`config.mk`:
```
export PLATFORM = sky130hd
export DESIGN_NAME = dmem_arbiter
export DESIGN_NICKNAME = d
export VERILOG_FILES = /design/src/rtl/dmem_arbiter.sv
export SDC_FILE = /design/constraint.sdc
export NUM_CORES = 1
export LEC_CHECK = 0
export BUFFER_PORTS_ARGS = -buffer_cell sky130_fd_sc_hd__buf_4
export CAP_MARGIN = 20
export CORE_AREA = 2 2 118 120
export CTS_CLUSTER_DIAMETER = 200
export DETAILED_ROUTE_END_ITERATION = 8
export DIE_AREA = 0 0 120 122
export PLACE_DENSITY_LB_ADDON = 0.05
export SYNTH_ARGS = -nofsm -noshare
export SYNTH_HDL_FRONTEND = slang
export SYNTH_SLANG_ARGS = --single-unit
```
`constraint.sdc`:
```
create_clock -name Clk -period 1.9 [get_ports Clk]
set_input_delay 0 -clock Clk [delete_from_list [all_inputs] [get_ports Clk]]
set_output_delay 0 -clock Clk [all_outputs]
set_load 0.01 [all_outputs]
```
`src/rtl/dmem_arbiter.sv`:
```
// -----------------------------------------------------------------------------
// dmem_arbiter
//
// Shares one single-port data memory between requester A (CPU MEM stage) and
// requester B (DMA / debug loader). Requests use a valid/ready handshake and
// are granted round-robin. An accepted request is captured in a command
// register that drives the memory in the following cycle. The response is
// formed combinationally from that register and the memory's combinational
// read data, which gives one cycle of latency and one access per cycle.
//
// Parameters
//   DEPTH   number of 32-bit words in the data memory (range check only)
//   ADDR_W  byte-address width of request and memory address ports
//
// Ports
//   Clk, Reset_n                 clock, asynchronous active-low reset
//   A_Req_* / B_Req_*            request channel (Valid, Ready, Write,
//                                Address, Write_Data)
//   A_Rsp_* / B_Rsp_*            response channel (Valid, Read_Data, Error)
//   Mem_Write, Mem_Address,
//   Mem_Write_Data               registered memory command
//   Mem_Read_Data                combinational read data from memory
//
// Optional feature
//   DMEM_ARB_ADDR_CHECK_EN  when defined, misaligned or out-of-range
//                           accesses are rejected: no memory write, zero
//                           read data, Rsp_Error raised with Rsp_Valid.
// -----------------------------------------------------------------------------
module dmem_arbiter #(
    parameter int DEPTH  = 1024,
    parameter int ADDR_W = 32
) (
    input  logic              Clk,
    input  logic              Reset_n,

    input  logic              A_Req_Valid,
    output logic              A_Req_Ready,
    input  logic              A_Req_Write,
    input  logic [ADDR_W-1:0] A_Req_Address,
    input  logic [31:0]       A_Req_Write_Data,
    output logic              A_Rsp_Valid,
    output logic [31:0]       A_Rsp_Read_Data,
    output logic              A_Rsp_Error,

    input  logic              B_Req_Valid,
    output logic              B_Req_Ready,
    input  logic              B_Req_Write,
    input  logic [ADDR_W-1:0] B_Req_Address,
    input  logic [31:0]       B_Req_Write_Data,
    output logic              B_Rsp_Valid,
    output logic [31:0]       B_Rsp_Read_Data,
    output logic              B_Rsp_Error,

    output logic              Mem_Write,
    output logic [ADDR_W-1:0] Mem_Address,
    output logic [31:0]       Mem_Write_Data,
    input  logic [31:0]       Mem_Read_Data
);

    typedef enum logic {
        REQ_A = 1'b0,
        REQ_B = 1'b1
    } req_id_t;

    // The address needs at least two byte-offset bits plus one index bit.
    if (ADDR_W < 3 || DEPTH < 1) begin : g_param_check
        $error("dmem_arbiter: ADDR_W must be >= 3 and DEPTH >= 1");
    end

    // -------------------------------------------------------------------------
    // State
    // -------------------------------------------------------------------------
    req_id_t             last_grant_reg;
    logic                cmd_valid_reg;
    req_id_t             cmd_id_reg;
    logic                cmd_write_reg;
    logic [ADDR_W-1:0]   cmd_addr_reg;
    logic [31:0]         cmd_data_reg;
    logic                cmd_err;

    // -------------------------------------------------------------------------
    // Round-robin arbitration: a tie goes to whoever did not win last time.
    // -------------------------------------------------------------------------
    logic grant_a;
    logic grant_b;
    logic accept;

    always_comb begin
        grant_a = 1'b0;
        grant_b = 1'b0;
        if (A_Req_Valid && B_Req_Valid) begin
            if (last_grant_reg == REQ_B) begin
                grant_a = 1'b1;
            end else begin
                grant_b = 1'b1;
            end
        end else begin
            grant_a = A_Req_Valid;
            grant_b = B_Req_Valid;
        end
    end

    assign accept      = grant_a | grant_b;
    assign A_Req_Ready = grant_a;
    assign B_Req_Ready = grant_b;

    // Fields of the winning request
    logic                req_write;
    logic [ADDR_W-1:0]   req_addr;
    logic [31:0]         req_data;

    always_comb begin
        req_write = A_Req_Write;
        req_addr  = A_Req_Address;
        req_data  = A_Req_Write_Data;
        if (grant_b) begin
            req_write = B_Req_Write;
            req_addr  = B_Req_Address;
            req_data  = B_Req_Write_Data;
        end
    end

    // -------------------------------------------------------------------------
    // Address check, evaluated at acceptance so the error is ready alongside
    // the command in the memory cycle.
    // -------------------------------------------------------------------------
`ifdef DMEM_ARB_ADDR_CHECK_EN
    logic              req_err;
    logic [ADDR_W-1:0] req_word_idx;
    logic              cmd_err_reg;

    always_comb begin
        req_word_idx = {2'b00, req_addr[ADDR_W-1:2]};
        req_err      = (req_addr[1:0] != 2'b00) ||
                       (req_word_idx >= ADDR_W'(DEPTH));
    end

    always_ff @(posedge Clk or negedge Reset_n) begin
        if (!Reset_n) begin
            cmd_err_reg <= 1'b0;
        end else if (accept) begin
            cmd_err_reg <= req_err;
        end
    end

    assign cmd_err = cmd_err_reg;
`else
    assign cmd_err = 1'b0;
`endif

    // -------------------------------------------------------------------------
    // Command register. Address and data only load on acceptance so the
    // memory-side bus holds its last value while idle.
    // -------------------------------------------------------------------------
    always_ff @(posedge Clk or negedge Reset_n) begin
        if (!Reset_n) begin
            last_grant_reg <= REQ_B;
            cmd_valid_reg  <= 1'b0;
            cmd_id_reg     <= REQ_A;
            cmd_write_reg  <= 1'b0;
            cmd_addr_reg   <= '0;
            cmd_data_reg   <= '0;
        end else begin
            cmd_valid_reg <= accept;
            if (accept) begin
                last_grant_reg <= grant_b ? REQ_B : REQ_A;
                cmd_id_reg     <= grant_b ? REQ_B : REQ_A;
                cmd_write_reg  <= req_write;
                cmd_addr_reg   <= req_addr;
                cmd_data_reg   <= req_data;
            end
        end
    end

    // -------------------------------------------------------------------------
    // Memory drive
    // -------------------------------------------------------------------------
    assign Mem_Write      = cmd_valid_reg & cmd_write_reg & ~cmd_err;
    assign Mem_Address    = cmd_addr_reg;
    assign Mem_Write_Data = cmd_data_reg;

    // -------------------------------------------------------------------------
    // Responses: index 0 is requester A, index 1 is requester B.
    // -------------------------------------------------------------------------
    logic [1:0]  rsp_valid;
    logic [1:0]  rsp_error;
    logic [31:0] rsp_read_data [2];

    for (genvar gi = 0; gi < 2; gi++) begin : g_rsp
        assign rsp_valid[gi]     = cmd_valid_reg &&
                                   (cmd_id_reg == ((gi == 0) ? REQ_A : REQ_B));
        // Writes and rejected reads return zero so stale memory data never
        // leaks onto a response.
        assign rsp_read_data[gi] = (rsp_valid[gi] && !cmd_write_reg && !cmd_err)
                                   ? Mem_Read_Data : 32'h0;
        assign rsp_error[gi]     = rsp_valid[gi] & cmd_err;
    end

    assign A_Rsp_Valid     = rsp_valid[0];
    assign A_Rsp_Read_Data = rsp_read_data[0];
    assign A_Rsp_Error     = rsp_error[0];
    assign B_Rsp_Valid     = rsp_valid[1];
    assign B_Rsp_Read_Data = rsp_read_data[1];
    assign B_Rsp_Error     = rsp_error[1];

endmodule

```
Word-level counts from Yosys, hierarchy flattened. Cells that the tools add are included.

Bitwise operators: 3. Muxes and demuxes: 10. Reduce and logical (&&, ||, !) cells: 6.

Operators with widths (number): $mux W32 (4); $mux W1 (6); $logic_and A1 B1 Y1 (5); $and A1 B1 Y1 (1); $logic_not A1 Y1 (1); $not A1 Y1 (1); $or A1 B1 Y1 (1).

Input bits: 166. Bits in registers: 68. Output and inout bits: 135. Word-level logic and storage cells: 25.

Depth between registers and ports, before layout. Gate-level depths: netlist of the first run.

Depth in word-level cells: 4. Gate-level depth with buffers: 6. Gate-level depth less buffers: 3.

Worst setup path before layout of the first run. No wires, ideal clock.

Path kind: flip-flop to flip-flop. Start: register last_grant_reg. End: register cmd_addr_reg[0], in the netlist Mem_Address[0]. Slack: 0.460 ns. Buffers on the path: 3. Data arrival time: 1.312 ns. Clock period less this slack: 1.440 ns. Setup time: 0.128 ns. Stages on the path, launching flop included: 7. Required time: 1.772 ns. Cell sequence: dfstp_2 -> buf_2 -> and2b_4 -> buf_6 -> buf_8 -> o32ai_2 -> a21oi_2.

Cells in the longest elaborated chain, start to end: 3. Elaborated cells on any way between the ends: 6. Classes of those cells: 5 x mux; 1 x bitwise.

Ends and longest elaborated chain: from (decl) (line 73) `req_id_t last_grant_reg;`; from (signal assigned) (line 166) `last_grant_reg <= grant_b ? REQ_B : REQ_A;`; $mux W1 (line 92) `if (last_grant_reg == REQ_B) begin`; $mux W1 (line 91) `if (A_Req_Valid && B_Req_Valid) begin`; $mux W32 or $or A1 B1 Y1 (tied branches) (line 116, 103); to (signal assigned) (line 169) `cmd_addr_reg <= req_addr;`; to (decl) (line 77) `logic [ADDR_W-1:0] cmd_addr_reg;`.

Parallel ways exist; a longest one is shown, timed or not. A chain may end at the register's enable or synchronous reset.

Final worst setup path of the first run.
Start: register last_grant_reg. End: output port B_Req_Ready.

Cells in the longest elaborated chain, start to end: 2.

Ends and longest elaborated chain: $mux W1 (line 92); $mux W1 (line 91); to (decl) (line 46) `output logic B_Req_Ready,`.

Every way passes these cells.

==> results of run 1 <==
[how the worst max path moves through the flow]
stage                               startpoint                        endpoint
floorplan           last_grant_reg$_DFFE_PN1P_      Mem_Address[0]$_DFFE_PN0P_
global placement    last_grant_reg$_DFFE_PN1P_  Mem_Write_Data[31]$_DFFE_PN0P_
detailed placement  last_grant_reg$_DFFE_PN1P_     Mem_Address[20]$_DFFE_PN0P_
CTS                 last_grant_reg$_DFFE_PN1P_                     A_Req_Ready
global route        last_grant_reg$_DFFE_PN1P_                     B_Req_Ready
finish              last_grant_reg$_DFFE_PN1P_                     B_Req_Ready
[stage by stage]
step | power [mW] | setup WS, ps | hold WS, ps | util [%] | setup TNS, ps
after floorplan | 2.706 | 459.8 | -295.6 | - | 0
after global placement | 3.561 | 111.9 | -12.98 | 50.06 | 0
after detailed placement | 3.593 | 106.4 | -10.17 | 50.06 | 0
after CTS | 5.489 | -81.84 | 57.62 | 57.38 | -81.84
after global routing | 5.740 | 54.50 | 77.45 | 57.58 | 0
final | 5.444 | 107.5 | 69.25 | 57.58 | 0
[power groups by stage]
stage / Combinational, mW / Sequential (mW) / Clock [mW]
final: 1.94 / 1.75 / 1.75
after global routing: 2.10 / 1.77 / 1.88
after CTS: 1.94 / 1.75 / 1.80
after detailed placement: 1.83 / 1.77 / 0
after global placement: 1.80 / 1.76 / 0
after floorplan: 0.860 / 1.85 / 0
[cell type report]
| cell class | count | share of cell area, % |
|---|---|---|
| tap | 180 | 2.896 |
| inverter | 3 | 0.1770 |
| multi-input combinational | 368 | 31.81 |
| clock buffer | 11 | 3.250 |
| timing repair buffer | 374 | 39.21 |
| sequential | 68 | 21.90 |
| clock inverter | 5 | 0.7562 |
[per-layer routing]
metal | track usage, % | part of all wire (%)
met4 | 5.956 | 1.5
met5 | 0 | 0
met2 | 38.67 | 51
met3 | 4.635 | 6.4
met1 | 26.54 | 41
[worst min-delay path, cell delays in order]
cell and delay (ps):
buf_4 70, nand2b_1 100, o32ai_1 80, a21oi_1 110
[layout by cell type, fill, tap and decap left out, drive strengths merged]
cell type,netlist,layout
a21oi,65,65
clkbuf,23,11
dfrtp,67,67
dlygate4sd3,0,67
inv,3,4
dfstp,1,1
buf,32,307
o21ai,65,65
conb,1,2
a21boi,1,1
or2,1,1
and2b,1,1
nor2,67,67
nand2b,98,98
o32ai,65,65
a21o,1,1
bufinv,0,1
clkinv,0,1
clkinvlp,0,2
and2,1,1
nand2,1,1
[cell families after synthesis]
kind of cell | Yosys count
other | 1
AO/OA/AOI/OAI | 197
flip-flops | 68
buffers and inverters | 58
AND/OR/NAND/NOR | 169
[repair_timing]
item	4_1_cts	5_1_grt
gates resized for setup	2	0
hold endpoints to repair	97	0
hold buffers	67	0
endpoints found under the setup margin	2	0
==> results, run 1 <==
- The run finished with clean final reports.
- The top flip-flop cell by instance count after synthesis is dfrtp_1.
- The path class of the tightest hold or removal check is in2reg.
- The cell area after placement is 6760 sq um.
- Sorting the synthesized cells by how often they occur yields 98 x nand2b_1, 67 x dfrtp_1, 67 x nor2_1.
- The critical path is of the reg2out type.
- In this run the remaining antenna-violating nets after routing total 0.
- By area the synthesized netlist is led by dfrtp_1 37%, nand2b_1 14%, o32ai_2 11%.
- Counting distinct cell types in the post-synthesis netlist gives 25.
- The number of detailed-routing iterations run before antenna repair is 6.
- The arrival time at the worst endpoint is 1790 ps.
- At the worst endpoint, the required time is between 1500 and 2000 ps.
- The H-tree depth is 3.
- The clock net sink count is 68.
- Multiplexer cells account for 0% of the synthesized area.
- The final setup violation count is 0.
- The detailed-route vias per instance is about 5.
- The worst-case IR drop observed on VDD is 0.3534 mV.
- Per report_power, the sequential group accounts for between 30% and 40% of the total.
- The final-report hold violation count is 0.
- The main combinational cell family by area after synthesis is compound AO/OA/AOI/OAI gates.
- Clock latency on the worst-skew pair, taken at its later pin, is 330 ps.
- The master cell of the clock root buffer is clkbuf_16.
- The final HPWL from detailed placement is 11,070 um.
- The floorplan die width is between 100 and 150 um.
- The max-slew violation total from the final report was 0.
- The region available for standard cell placement spans roughly 14,000 sq um.
- The net switching power is 1.707 mW.
- The area fraction in compound gates after synthesis is between 30% and 40%.
- The worst-case clock skew is approximately 7.1 ps.
- The wire length of the first global-routing pass is 25,530 um.
- The xor and xnor area share after synthesis is 0%.
- The final route contains 5,041 vias.
- Relative to the synthesized area, the layout overhead comes to 73.85%.
- For this run, the slowest stage of the critical path takes ~540 ps.
- The worst hold path passes through 4 cells.
- The path with the worst hold slack has its endpoint at Mem_Write_Data[2]$_DFFE_PN0P_.
- The cell type with the largest total area after synthesis is dfrtp_1.
- The max-capacitance violation count is 0.
- Setup repair after global routing left no endpoint under its margin.
- In this run the biggest area consumer among cell types represents about 37% of the synthesized area.
- Of all nets on the critical path, the largest fanout is 67.
- The areal power density over the cells is around 700 nW/um^2.
- The die covers ~15,000 sq um.
- The chip height is 122 um.
- The share of the Yosys chip area taken by registers is 38.07%.
- The number of fillers in the final layout is roughly 1,200.
- The initial utilization of the core area, before any placement, comes to roughly a third.
- The multi-input combinational cell area is between 2000 and 2500 sq um.
- After clock tree synthesis, the clock-pin slew on the worst setup and hold paths is 60 ps.
- The fraction of final layout cells with drive strength greater than 1 is between 40% and 50%.
- The TritonCTS clock tree is built.
- The DRC violations left is 0.
- In this run the number of cells on the critical path is 3.
- The fraction of the mapped netlist area in simple logic gates is approximately a fifth.
- The sort of element at the start of the critical path is a flip-flop.
- The aggregate routed wire length is around 17,000 um.
- After Yosys synthesis, full adders, half adders and majority gates account for 0% of the synthesized area.
- The signal on the critical path passes through buf_6 > a21boi_0 > buf_4.
- For this block, the initial DRC count from the detailed router was 298.
- The number of nets in the finished design is 990.
- The clock period minus final worst setup slack is 1792 ps.
- The type of element capturing the critical path is a primary output.
- The wire length per cell after detailed routing is around 17 um.
- Of the total power, the share spent switching nets is a little under a third.
- Port buffering added 298 buffers.
- The number of antenna violations at the first check in global routing is 0.
- Internal power comes to 3.737 mW.
- The number of register bits inferred by synthesis is 68.
- For this design the static power due to leakage is 3.441 nW.
- The leading cell type by number of instances after synthesis is nand2b_1.
- The post-CTS setup buffer count is 0.
- Registers take between 1500 and 2000 sq um.
- The cell count after synthesis came out at approximately 490.
- In this run, synthesis inferred 0 flip-flops with an integrated enable.
- The post-route clock period utilization is between 90% and 100%.
- The number of placement rows is 43.
- The internal reg-to-reg setup slack is 370 ps.
- The share of total power dissipated in combinational logic is 35.6%.
- The aggregate global-route resource usage is approximately 22%.
- Entering global routing, the biggest net connects 134 pins.
- The number of global-route vias before repair is ~4,900.
- The synthesized netlist occupies a cell area of 4473 sq um.
- The startpoint identified for the worst hold timing path is B_Req_Write_Data[2].
- The number of cells traversed by the worst register-to-register path is 4.
- The total overflow left after global routing is 0.
- The I/O pin count is 301.
- The slowest cell on the critical path is buf_6.
- The antenna cell count is 0.
- The number of buffers and inverters on the critical path is 2.
- The startpoint of the worst register-to-register path is last_grant_reg$_DFFE_PN1P_.
- The cell type group with the largest total delay on the critical path is buffers and inverters.
- The finished layout cell area is 7776 sq um.
- Buffers inserted during clock tree synthesis total 9.
- The post-placement cell count is around 930.
- The maximum clock frequency is ~0.56 GHz.
- The non-filler instance count after layout is 1,009.
- The number of warning messages in the yosys log is 0.
- The worst register-to-register path ends at Mem_Address[20]$_DFFE_PN0P_.
- The slew of the pin with the lowest slew margin is between 600 and 700 ps.
- The worst slew margin relative to its limit is around 55%.
- In this run, the clock network consumes about a third of the power.
- The deepest clock path buffer count is 2.
- For this run, asynchronously set or reset flops after synthesis account for between 90% and 100%.
- Averaged over all synthesized cells, the footprint is between 9 and 10 sq um.
- The congestion estimate from routability-driven global placement came to slightly below 0.8.
(Power assumes the default switching activity.)
==> run 2: changes to the inputs <==
MAX_ROUTING_LAYER = met4   (was default)
==> results, run 2 (synthesized netlist as in run 1, its figures left out) <==
- The run finished with clean final reports.
- The finished layout cell area was 7776 sq um (unchanged).
- The aggregate routed wire length is 16,770 um (+0.15%).
- The number of cells on the worst hold path is 4 (unchanged).
- The required time of the critical path is 1900 ps (about the same).
- The floorplan die width was 120 um (unchanged).
- The final setup violation count was 0 (unchanged).
- The wire length of the first global-routing pass is 25,520 um (about the same).
- The initial standard-cell utilization of the core is 33.12% (unchanged).
- The max-capacitance violation count is 0 (unchanged).
- The DRC violations left is 0 (unchanged).
- The detailed-route vias per instance is 5.024 (+0.56%).
- The startpoint of the worst hold path is B_Req_Write_Data[2].
- The number of nets in the finished design was 990 (unchanged).
- The post-route clock period utilization is 94.65% (+0.31 points).
- The H-tree depth is 3 (unchanged).
- The number of cells traversed by the worst register-to-register path is 4 (unchanged).
- The aggregate global-route resource usage was 22.39% (+0.66 points).
- The number of vias after detailed routing is 5,069 (+0.56%).
- The number of detailed-routing iterations run before antenna repair is 5 (-1).
- The I/O pin count is 301 (unchanged).
- The worst setup path is captured at a primary output.
- The leakage dissipation is 3.441 nW (unchanged).
- The cell area after placement is 6760 sq um (unchanged).
- The fraction of final layout cells with drive strength greater than 1 is 46.80% (unchanged).
- The end point of the most critical hold path is Mem_Write_Data[2]$_DFFE_PN0P_.
- The number of global-route vias before repair was 4,873 (+0.12%).
- The arrival time at the worst endpoint was 1800 ps (about the same).
- The number of placement rows is 43 (unchanged).
- The number of nets with antenna violations after routing came to 0 (unchanged).
- The tree is rooted in a clkbuf_16.
- The number of antenna violations at the first check in global routing is 0 (unchanged).
- The initial detailed-routing violation count came to 308 (+3.4%).
- The internal reg-to-reg setup slack is 360 ps (about the same).
- The clock edge transition at the registers on the reported setup and hold paths is 60 ps (about the same).
- The number of buffers created by CTS is 9 (unchanged).
- The number of fillers in the final layout was 1,235 (unchanged).
- The wire length per cell after detailed routing is 16.62 um (+0.15%).
- The final-report hold violation count was 0 (unchanged).
- The startpoint identified for the worst register-to-register timing path is last_grant_reg$_DFFE_PN1P_.
- The deepest clock path buffer count was 2 (unchanged).
- The highest fanout seen on the critical path is 67 (unchanged).
- The chip height is 122 um (unchanged).
- Setup repair after global routing left no endpoint under its margin.
- The final total negative setup slack is 0 ps (unchanged).
- In this run the worst hold path is classified as in2reg.
- The areal power density over the cells came to 700.3 nW/um^2 (about the same).
- The latest clock arrival within the worst-skew pair is 330 ps (about the same).
- The final HPWL from detailed placement came to 11,070 um (unchanged).
- The count of input and output buffers came to 298 (unchanged).
- The slew of the pin with the lowest slew margin is 677.9 ps (+5.392 ps).
- The clock period minus final worst setup slack came to 1798 ps (+5.933 ps).
- The worst setup path is of the reg2out kind.
- The post-layout utilization of the core came to 57.58% (unchanged).
- The peak supply drop came to 0.3526 mV (-0.23%).
- The pin count of the biggest net entering global routing is 134 (unchanged).
- The worst slew margin relative to its limit is 54.80% (-0.36 points).
- The TritonCTS clock tree is built.
- The layout-stage area growth over the synthesis result is 73.85% (unchanged).
- The tightest hold margin is 65.52 ps (-3.736 ps).
- The max-slew violation total from the final report is 0 (unchanged).
- The end of the worst register-to-register path is Mem_Address[31]$_DFFE_PN0P_.
- The worst-case clock skew is 7.431 ps (+0.3168 ps).
- The antenna cell count is 0 (unchanged).
- The placeable core region is 13,500 sq um (unchanged).
- The worst setup path is launched from a flip-flop.
- Leaving out fill and tap cells, the most frequent cell in the layout is buf_4.
- The placer's final routability congestion estimate is 0.8007 (+1.4%).
- The overall overflow remaining after global route was 0 (unchanged).
- The maximum clock frequency is 0.5560 GHz (-0.33%).
- The die area came to 14,640 sq um (unchanged).
- The clock net sink count came to 68 (unchanged).
- The top cell types in the final layout, fill and taps aside, are 301 x buf_4, 98 x nand2b_1, 67 x dfrtp_1, 67 x dlygate4sd3_1, 66 x nor2_1.
==> run 2: cell counts in the layout (fill, tap and decap cells not counted) <==
No cell type changed its count.
==> run 2: metrics by stage <==
stage	worst slack, ps	cells	power, mW
after floorplan	459.8	494	2.706
after global placement	111.9	925	3.561
after detailed placement	106.4	925	3.593
after CTS	-81.84	1008	5.489
after global routing	54.44	1009	5.740
final	101.6	1009	5.446
==> run 2: per-layer routing <==
layer  routed length (um)  vias to the layer above  global-route usage, %
met1                 6910                     2432                  26.89
met5                    0                        -                      -
met3                 1091                       16                  4.260
met2                 8549                      191                  38.60
met4                  220                        0                  5.956
li1                     -                     2430                      -
==> run 2: worst max path at each step <==
stage	startpoint	end	slack (ps)	cells past startpoint
after floorplan	last_grant_reg$_DFFE_PN1P_	Mem_Address[0]$_DFFE_PN0P_	460	6
after global placement	last_grant_reg$_DFFE_PN1P_	Mem_Write_Data[31]$_DFFE_PN0P_	110	3
after detailed placement	last_grant_reg$_DFFE_PN1P_	Mem_Address[20]$_DFFE_PN0P_	110	3
after CTS	last_grant_reg$_DFFE_PN1P_	A_Req_Ready	-80	3
after global routing	last_grant_reg$_DFFE_PN1P_	B_Req_Ready	50	3
final	last_grant_reg$_DFFE_PN1P_	B_Req_Ready	100	3
==> run 2: cell type report <==
class                           instances  area [sq um]  share of cell area [%]
Timing Repair Buffer                  374          3049                   39.21
Multi-Input combinational cell        368          2474                   31.81
Sequential cell                        68          1703                   21.90
Clock buffer                           11         252.7                   3.250
Tap cell                              180         225.2                   2.896
Clock inverter                          5         58.81                  0.7562
Inverter                                3         13.76                  0.1770
==> run 2: power breakdown <==
| part | switching [mW] | internal (mW) | total [mW] | leakage (nW) |
|---|---|---|---|---|
| Combinational | 0.939 | 1.00 | 1.94 | 2.52 |
| Sequential | 0.106 | 1.64 | 1.75 | 0.770 |
| Clock | 0.664 | 1.09 | 1.75 | 0.148 |
==> run 2: what timing repair did <==
| item | 4_1_cts | 5_1_grt |
|---|---|---|
| endpoints found under the hold margin | 97 | 0 |
| gates resized for setup | 2 | 0 |
| setup endpoints to repair | 2 | 0 |
| hold buffers | 67 | 0 |
| buffers inserted | 0 | 0 |
==> run 2: critical path, cell delays in order, from the launching register on <==
cell      delay, ps
dfstp_2         530
buf_6           550
a21boi_0        190
buf_4           190
